## src/rtl/input_debouncer.sv

```systemverilog
// Multi-channel input conditioner: N-stage synchroniser, stability counter, clean level and edge pulses.
// Optional long-press flag per channel when DEBOUNCE_HOLD_EN is defined; otherwise hold is tied low.
module input_debouncer #(
  parameter int unsigned       NUM_CH         = 4,
  parameter int unsigned       SYNC_STAGES    = 2,
  parameter int unsigned       DEBOUNCE_LIMIT = 1000000,
  parameter int unsigned       CNT_BITS       = $clog2(DEBOUNCE_LIMIT + 1),
  parameter logic [NUM_CH-1:0] RESET_VAL      = {NUM_CH{1'b1}},
  parameter int unsigned       HOLD_LIMIT     = 4 * DEBOUNCE_LIMIT
) (
  input  logic              clk,
  input  logic              rst,
  input  logic [NUM_CH-1:0] din,
  output logic [NUM_CH-1:0] level,
  output logic [NUM_CH-1:0] rise,
  output logic [NUM_CH-1:0] fall,
  output logic [NUM_CH-1:0] hold
);

  if (NUM_CH < 1) begin : g_bad_num_ch
    $error("input_debouncer: NUM_CH must be >= 1");
  end
  if (SYNC_STAGES < 2) begin : g_bad_sync
    $error("input_debouncer: SYNC_STAGES must be >= 2");
  end
  if (DEBOUNCE_LIMIT < 1) begin : g_bad_limit
    $error("input_debouncer: DEBOUNCE_LIMIT must be >= 1");
  end
  if (HOLD_LIMIT < 1) begin : g_bad_hold
    $error("input_debouncer: HOLD_LIMIT must be >= 1");
  end

  localparam logic [CNT_BITS-1:0] CNT_MAX = CNT_BITS'(DEBOUNCE_LIMIT - 1);
  localparam logic [CNT_BITS-1:0] CNT_ONE = CNT_BITS'(1);

  logic [SYNC_STAGES-1:0] sync_q [NUM_CH];
  logic [CNT_BITS-1:0]    cnt    [NUM_CH];
  logic [CNT_BITS-1:0]    cnt_d  [NUM_CH];
  logic [NUM_CH-1:0]      s;
  logic [NUM_CH-1:0]      level_d;
  logic [NUM_CH-1:0]      rise_d;
  logic [NUM_CH-1:0]      fall_d;

  // Next-state is computed combinationally so the hold logic can clear on the same edge level deactivates.
  always_comb begin
    s       = '0;
    level_d = level;
    rise_d  = '0;
    fall_d  = '0;
    for (int unsigned i = 0; i < NUM_CH; i++) begin
      s[i]     = sync_q[i][SYNC_STAGES-1];
      cnt_d[i] = cnt[i];
      if (s[i] == level[i]) begin
        cnt_d[i] = '0;
      end else if (cnt[i] == CNT_MAX) begin
        level_d[i] = s[i];
        cnt_d[i]   = '0;
        rise_d[i]  = s[i];
        fall_d[i]  = ~s[i];
      end else begin
        cnt_d[i] = cnt[i] + CNT_ONE;
      end
    end
  end

  always_ff @(posedge clk or posedge rst) begin
    if (rst) begin
      for (int unsigned i = 0; i < NUM_CH; i++) begin
        sync_q[i] <= {SYNC_STAGES{RESET_VAL[i]}};
        cnt[i]    <= '0;
      end
      level <= RESET_VAL;
      rise  <= '0;
      fall  <= '0;
    end else begin
      for (int unsigned i = 0; i < NUM_CH; i++) begin
        sync_q[i] <= {sync_q[i][SYNC_STAGES-2:0], din[i]};
        cnt[i]    <= cnt_d[i];
      end
      level <= level_d;
      rise  <= rise_d;
      fall  <= fall_d;
    end
  end

`ifdef DEBOUNCE_HOLD_EN
  localparam int unsigned          HOLD_BITS = $clog2(HOLD_LIMIT + 1);
  localparam logic [HOLD_BITS-1:0] HOLD_MAX  = HOLD_BITS'(HOLD_LIMIT);
  localparam logic [HOLD_BITS-1:0] HOLD_LAST = HOLD_BITS'(HOLD_LIMIT - 1);
  localparam logic [HOLD_BITS-1:0] HOLD_ONE  = HOLD_BITS'(1);

  logic [HOLD_BITS-1:0] hold_cnt [NUM_CH];

  // Counting starts the edge after level turns active; the count saturates at HOLD_LIMIT.
  always_ff @(posedge clk or posedge rst) begin
    if (rst) begin
      for (int unsigned i = 0; i < NUM_CH; i++) begin
        hold_cnt[i] <= '0;
      end
      hold <= '0;
    end else begin
      for (int unsigned i = 0; i < NUM_CH; i++) begin
        if (level_d[i] == RESET_VAL[i]) begin
          hold_cnt[i] <= '0;
          hold[i]     <= 1'b0;
        end else if ((level[i] != RESET_VAL[i]) && (hold_cnt[i] != HOLD_MAX)) begin
          hold_cnt[i] <= hold_cnt[i] + HOLD_ONE;
          hold[i]     <= (hold_cnt[i] == HOLD_LAST);
        end
      end
    end
  end
`else
  assign hold = '0;
`endif

endmodule
```

## config.mk

```make
export PLATFORM = sky130hd
export DESIGN_NAME = input_debouncer
export DESIGN_NICKNAME = d
export VERILOG_FILES = /design/src/rtl/input_debouncer.sv
export SDC_FILE = /design/constraint.sdc
export NUM_CORES = 1
export LEC_CHECK = 0
export CAP_MARGIN = 20
export CORE_AREA = 2 2 86 170
export DETAILED_ROUTE_END_ITERATION = 8
export DIE_AREA = 0 0 88 172
export SYNTH_ARGS = -nofsm -noshare
export SYNTH_HDL_FRONTEND = slang
export SYNTH_SLANG_ARGS = --single-unit
```

## constraint.sdc

```tcl
create_clock -name clk -period 11.5 [get_ports clk]
set_clock_uncertainty 0.15 [all_clocks]
set_input_delay 2.875 -clock clk [delete_from_list [all_inputs] [get_ports clk]]
set_output_delay 2.875 -clock clk [all_outputs]
set_load 0.02 [all_outputs]
```

==> impl_metrics.py, run 1 <==
metrics = {
    "status": {
        "outcome": "finished, final reports clean",
    },
    "sta": {
        "fmax_ghz": 0.220,
        "setup_tns_ps": 0,
        "relSlewSlack": 0.549,
        "drv_slew": 0,
        "fin_crit_sh": 0.395,
        "hold_slack_ps": 206,
        "tightest_slew_ps": 670,
        "setup_viol": 0,
        "hold_violations": 0,
        "rsz0062_at_grt": "no",
        "finalCriticalPeriod_ps": 4540,
        "fin_ws_ps": 6960,
    },
    "placement": {
        "globalplace.congestion": 0.807,
        "placement.cell_area_um2": 5140,
        "io_buffers": 17,
        "place_inst": 663,
        "place_ws_ps": 6860,
        "hpwlAfterDp_um": 6590,
    },
    "routing": {
        "wl_per_cell_um": 13.6,
        "postRouteAntennaNets": 0,
        "viasPerCell": 5.09,
        "firstDrtPassIters": 5,
        "highest_layer": "met4",
        "num_vias": 3453,
        "drtIter0Drc": 199,
        "routed_wl_um": 9240,
        "met3WireLength_um": 177,
        "drcViolationCount": 0,
        "route.met2.wl_um": 5210,
        "met1_length_um": 3710,
    },
    "worst_setup_path": {
        "crit_end": "level[3]",
        "arrival_ps": 1520,
        "reg2reg_depth": 4,
        "crit_family": "buffers and inverters",
        "endpoint_kind": "output port",
        "crit_slowest_cell": "clkdlybuf4s50_1",
        "critPathBufInv": 1,
        "crit_path_start_kind": "register",
        "reg2reg_from": "cnt[68]$_DFF_PP0_",
        "cp-startpoint": "level[3]$_DFFE_PP1P_",
        "slowest_delay_ps": 610,
        "worst-setup-path-type": "reg -> out",
        "critical_path.max_fanout": 5,
        "crit_chain": "clkdlybuf4s50_1",
        "ff2ff_setup_slack_ps": 9130,
        "cp.depth": 1,
        "cp.required_ps": 8480,
        "r2r_end": "cnt[64]$_DFF_PP0_",
    },
    "global_route": {
        "grt-ovfl-total": 0,
        "track_usage": 0.134,
        "grt_max_degree": 52,
        "grt_first_pass_wirelength_um": 16400,
        "first_global_vias": 3658,
        "grt_antenna_before_repair": 0,
    },
    "die": {
        "dieArea_um2": 15100,
        "rows": 61,
        "start_util": 0.344,
        "die_w_um": 88,
        "die_h_um": 172,
        "ios": 22,
        "coreArea_um2": 13800,
    },
    "layout": {
        "fillCellCount": 1377,
        "drive_gt1_frac": 0.100,
        "fin_cells": 679,
        "syn2layout_area_growth_pct": 15.6,
        "final_util": 0.398,
        "fin_nets": 495,
        "finalInstanceArea_um2": 5500,
        "antennaDiodeCount": 0,
    },
    "clock_tree": {
        "clkLatencyLatePin_ps": 340,
        "cts_buffers": 9,
        "clock-sinks": 100,
        "clk_path_buf_depth": 2,
        "root_buffer": "clkbuf_16",
        "post_cts_resized": 0,
        "h-tree-depth": 3,
        "cts_setup_buffers": 0,
        "cts_tree": "done",
        "hold_buffers": 0,
        "clk_pin_slew_ps": 70,
    },
    "power_and_ir_drop": {
        "power_leakage_nw": 2.14,
        "fin_total_pwr_mw": 0.738,
        "powerDensity_nw_per_um2": 134,
        "vdd.ir_drop.worst_v": 0.0000748,
    },
    "logic_synthesis": {
        "synth_ff_type": "dfrtp_1",
        "synth_top_area_cell": "dfrtp_1",
        "yosysMostFrequentCell": "dfrtp_1",
        "synth_edf_count": 0,
        "synthTopCellsByCount": "dfrtp_1 (88), nor2_1 (56), nand3_1 (31)",
        "netlist_instances": 462,
        "synth.top_cell.area_share": 0.463,
        "yosys.cell_types.count": 47,
        "synthTopCellsByArea": "dfrtp_1 (46%), dfstp_2 (6.6%), xnor2_1 (5.2%)",
        "ys_ff_latch": 100,
        "avgSynthCellArea_um2": 10.3,
        "synth_seq_area_share": 0.529,
        "synth_area_um2": 4750,
        "synthArstFlopShare": 1.00,
        "yosysWarnings": 0,
    },
    "hold_path": {
        "hold_class": "reg -> reg",
    },
    "job": {
        "drv_cap": 0,
    },
}
## layer usage
metal | up-vias | GRT usage
met1 | 1713 | 0.151
met4 | 0 | 0.0522
met5 | - | 0
li1 | 1695 | -
met3 | 10 | 0.0248
met2 | 35 | 0.244
## worst min-delay path by stage
stage | start | to | slack, ps | cells past startpoint
floorplan | sync_q[6]$_DFF_PP1_ | s[0]$_DFF_PP1_ | 200 | 0
global placement | sync_q[6]$_DFF_PP1_ | s[0]$_DFF_PP1_ | 200 | 0
detailed placement | sync_q[6]$_DFF_PP1_ | s[0]$_DFF_PP1_ | 200 | 0
CTS | sync_q[4]$_DFF_PP1_ | s[1]$_DFF_PP1_ | 210 | 0
global route | sync_q[4]$_DFF_PP1_ | s[1]$_DFF_PP1_ | 210 | 0
finish | sync_q[4]$_DFF_PP1_ | s[1]$_DFF_PP1_ | 210 | 0
## flip-flops by register name, indices dropped and copies added, names as in the netlist
name and flops:
cnt 80, fall 4, level 4, rise 4, s 4, sync_q 4
## area by class of cell
cell class | instances | area, um^2 | share of cell area
inverter | 10 | 40.0 | 0.00728
clock inverter | 5 | 108 | 0.0196
clock buffer | 11 | 253 | 0.0460
timing repair buffer | 21 | 200 | 0.0364
multi-input combinational | 343 | 2140 | 0.390
tap | 189 | 236 | 0.0430
sequential | 100 | 2520 | 0.458
## power breakdown
part	internal [mW]	switching [mW]	leakage, nW
combinational	0.00678	0.0157	0.618
clock	0.225	0.127	0.176
sequential	0.358	0.00544	1.35
## cells in the final DEF, fill, tap and decap left out, drive strengths merged, types with 3 or more instances in the layout
cell type      instances
nor3b                  9
o31ai                  9
dfstp                 12
nor4                  11
and4                   8
nand4b                 3
bufinv                 3
mux2                   4
nand4                 19
or2                    4
dfrtp                 88
xor2                  24
inv                   10
nor3                  10
and3                  11
or4                   13
a21oi                 24
clkbuf                11
conb                   4
nand2                 23
clkdlybuf4s50         17
ha                     4
or3                   13
nand3                 31
o21ai                 15
buf                    4
xnor2                 28
nor2                  56
and2                   7
## kinds of logic (layout without fill, tap and decap cells)
group,count (synthesis),count (layout),synth area share
AO/OA/AOI/OAI,52,52,0.0663
XOR/XNOR,52,52,0.0958
AND/OR/NAND/NOR,227,227,0.265
other,1,4,0.000789
flip-flops,100,100,0.529
multiplexers,4,4,0.0103
buffers and inverters,22,47,0.0221
adder cells (fa/ha/maj),4,4,0.0105
Note: power is estimated with default switching activity, not from simulation.
==> run 2: changes to the inputs <==
==> constraint.sdc (replaced) <==
create_clock -name clk -period 3.67 [get_ports clk]
set_clock_uncertainty 0.15 [all_clocks]
set_input_delay 0.9175 -clock clk [delete_from_list [all_inputs] [get_ports clk]]
set_output_delay 0.9175 -clock clk [all_outputs]
set_load 0.02 [all_outputs]
==> impl_metrics.py, run 2 (same netlist as run 1, synthesis figures left out) <==
metrics = {
    "clock_tree": {
        "cts_buffers": 9,
        "hold_buffers": 0,
        "clkLatencyLatePin_ps": 340,
        "clk_pin_slew_ps": 70,
        "cts_tree": "done",
        "root_buffer": "clkbuf_16",
        "clk_path_buf_depth": 2,
        "post_cts_resized": 0,
        "h-tree-depth": 3,
        "clock-sinks": 100,
        "cts_setup_buffers": 0,
    },
    "sta": {
        "finalCriticalPeriod_ps": 2590,
        "tightest_slew_ps": 789,
        "setup_viol": 0,
        "hold_violations": 0,
        "rsz0062_at_grt": "no",
        "relSlewSlack": 0.474,
        "setup_tns_ps": 0,
        "fmax_ghz": 0.385,
        "fin_crit_sh": 0.707,
        "drv_slew": 0,
    },
    "routing": {
        "postRouteAntennaNets": 0,
        "routed_wl_um": 9810,
        "firstDrtPassIters": 4,
        "num_vias": 3564,
        "drtIter0Drc": 146,
        "wl_per_cell_um": 14.5,
        "viasPerCell": 5.25,
        "drcViolationCount": 0,
    },
    "hold_path": {
        "min_from": "sync_q[6]$_DFF_PP1_",
        "worstHoldEndpoint": "s[0]$_DFF_PP1_",
        "hold_depth": 0,
        "hold_class": "reg -> reg",
    },
    "placement": {
        "globalplace.congestion": 0.795,
        "hpwlAfterDp_um": 6980,
        "placement.cell_area_um2": 5150,
        "io_buffers": 17,
    },
    "worst_setup_path": {
        "slowest_delay_ps": 610,
        "arrival_ps": 1530,
        "cp.depth": 1,
        "critPathBufInv": 1,
        "ff2ff_setup_slack_ps": 1290,
        "critical_path.max_fanout": 5,
        "worst-setup-path-type": "reg -> out",
        "reg2reg_depth": 4,
        "r2r_end": "cnt[72]$_DFF_PP0_",
        "crit_chain": "clkdlybuf4s50_1",
        "crit_slowest_cell": "clkdlybuf4s50_1",
        "crit_path_start_kind": "register",
        "endpoint_kind": "output port",
        "cp.required_ps": 2600,
        "crit_family": "buffers and inverters",
        "reg2reg_from": "cnt[68]$_DFF_PP0_",
    },
    "global_route": {
        "grt_antenna_before_repair": 0,
        "first_global_vias": 3663,
        "track_usage": 0.140,
        "grt-ovfl-total": 0,
        "grt_max_degree": 64,
        "grt_first_pass_wirelength_um": 16900,
    },
    "layout": {
        "drive_gt1_frac": 0.100,
        "final_cell_mix": "dfrtp_1 (88), nor2_1 (56), nand3_1 (31)",
        "regMostFlops": "cnt",
        "largest_reg_flops": 80,
        "fillCellCount": 1374,
        "finalInstanceArea_um2": 5440,
        "final_util": 0.394,
        "syn2layout_area_growth_pct": 14.4,
        "fin_nets": 495,
        "antennaDiodeCount": 0,
        "layout_commonest_cell": "dfrtp_1",
    },
    "power_and_ir_drop": {
        "powerDensity_nw_per_um2": 390,
        "power_leakage_nw": 2.11,
        "vdd.ir_drop.worst_v": 0.000223,
    },
    "die": {
        "ios": 22,
        "die_h_um": 172,
        "die_w_um": 88,
        "coreArea_um2": 13800,
        "start_util": 0.344,
        "dieArea_um2": 15100,
        "rows": 61,
    },
    "status": {
        "outcome": "finished, final reports clean",
    },
    "job": {
        "drv_cap": 0,
    },
}
==> run 2: changes by cell type in the layout (fill, tap and decap cells not counted) <==
| cell | before | now |
|---|---|---|
| clkinvlp_4 | 0 | 1 |
| inv_6 | 0 | 1 |
| buf_12 | 0 | 1 |
| bufinv_16 | 3 | 0 |
| clkinv_4 | 2 | 1 |
| buf_4 | 4 | 3 |
| clkinv_2 | 0 | 2 |
==> run 2: worst max path at each step <==
stage / from / endpoint
2_1_floorplan: rst / cnt[0]$_DFF_PP0_
4_1_cts: level[0]$_DFFE_PP1P_ / level[0]
6_report: level[0]$_DFFE_PP1P_ / level[0]
3_3_place_gp: rst / s[1]$_DFF_PP1_
3_5_place_dp: rst / s[1]$_DFF_PP1_
5_1_grt: level[0]$_DFFE_PP1P_ / level[0]
==> run 2: cell type report <==
class / count / area (um^2) / area share
Sequential cell: 100 / 2520 / 0.463
Multi-Input combinational cell: 343 / 2140 / 0.394
Clock buffer: 11 / 253 / 0.0465
Tap cell: 189 / 236 / 0.0435
Timing Repair Buffer: 21 / 213 / 0.0391
Inverter: 10 / 40.0 / 0.00736
Clock inverter: 5 / 35.0 / 0.00644
==> run 2: metrics by stage <==
| stage | hold slack (ps) | setup slack [ps] | std cells | total power, mW |
|---|---|---|---|---|
| 2_1_floorplan | 195 | 3.58 | 465 | 1.21 |
| 3_3_place_gp | 197 | 1290 | 663 | 1.23 |
| 3_5_place_dp | 197 | 1260 | 663 | 1.23 |
| 4_1_cts | 208 | 1060 | 679 | 2.16 |
| 5_1_grt | 213 | 1030 | 679 | 2.21 |
| 6_report | 207 | 1080 | 679 | 2.12 |
==> run 2: power breakdown <==
part,leakage [nW],switching (mW),total [mW],internal [mW]
sequential,1.35,0.0154,1.14,1.12
combinational,0.622,0.0504,0.0732,0.0228
clock,0.142,0.415,0.913,0.498
==> run 2: routing by layer <==
layer	GRT usage	share of wire	vias up
li1	-	-	1688
met1	0.155	0.39	1806
met2	0.258	0.56	52
met3	0.0272	0.023	18
met4	0.0542	0.024	0
met5	0	0	-
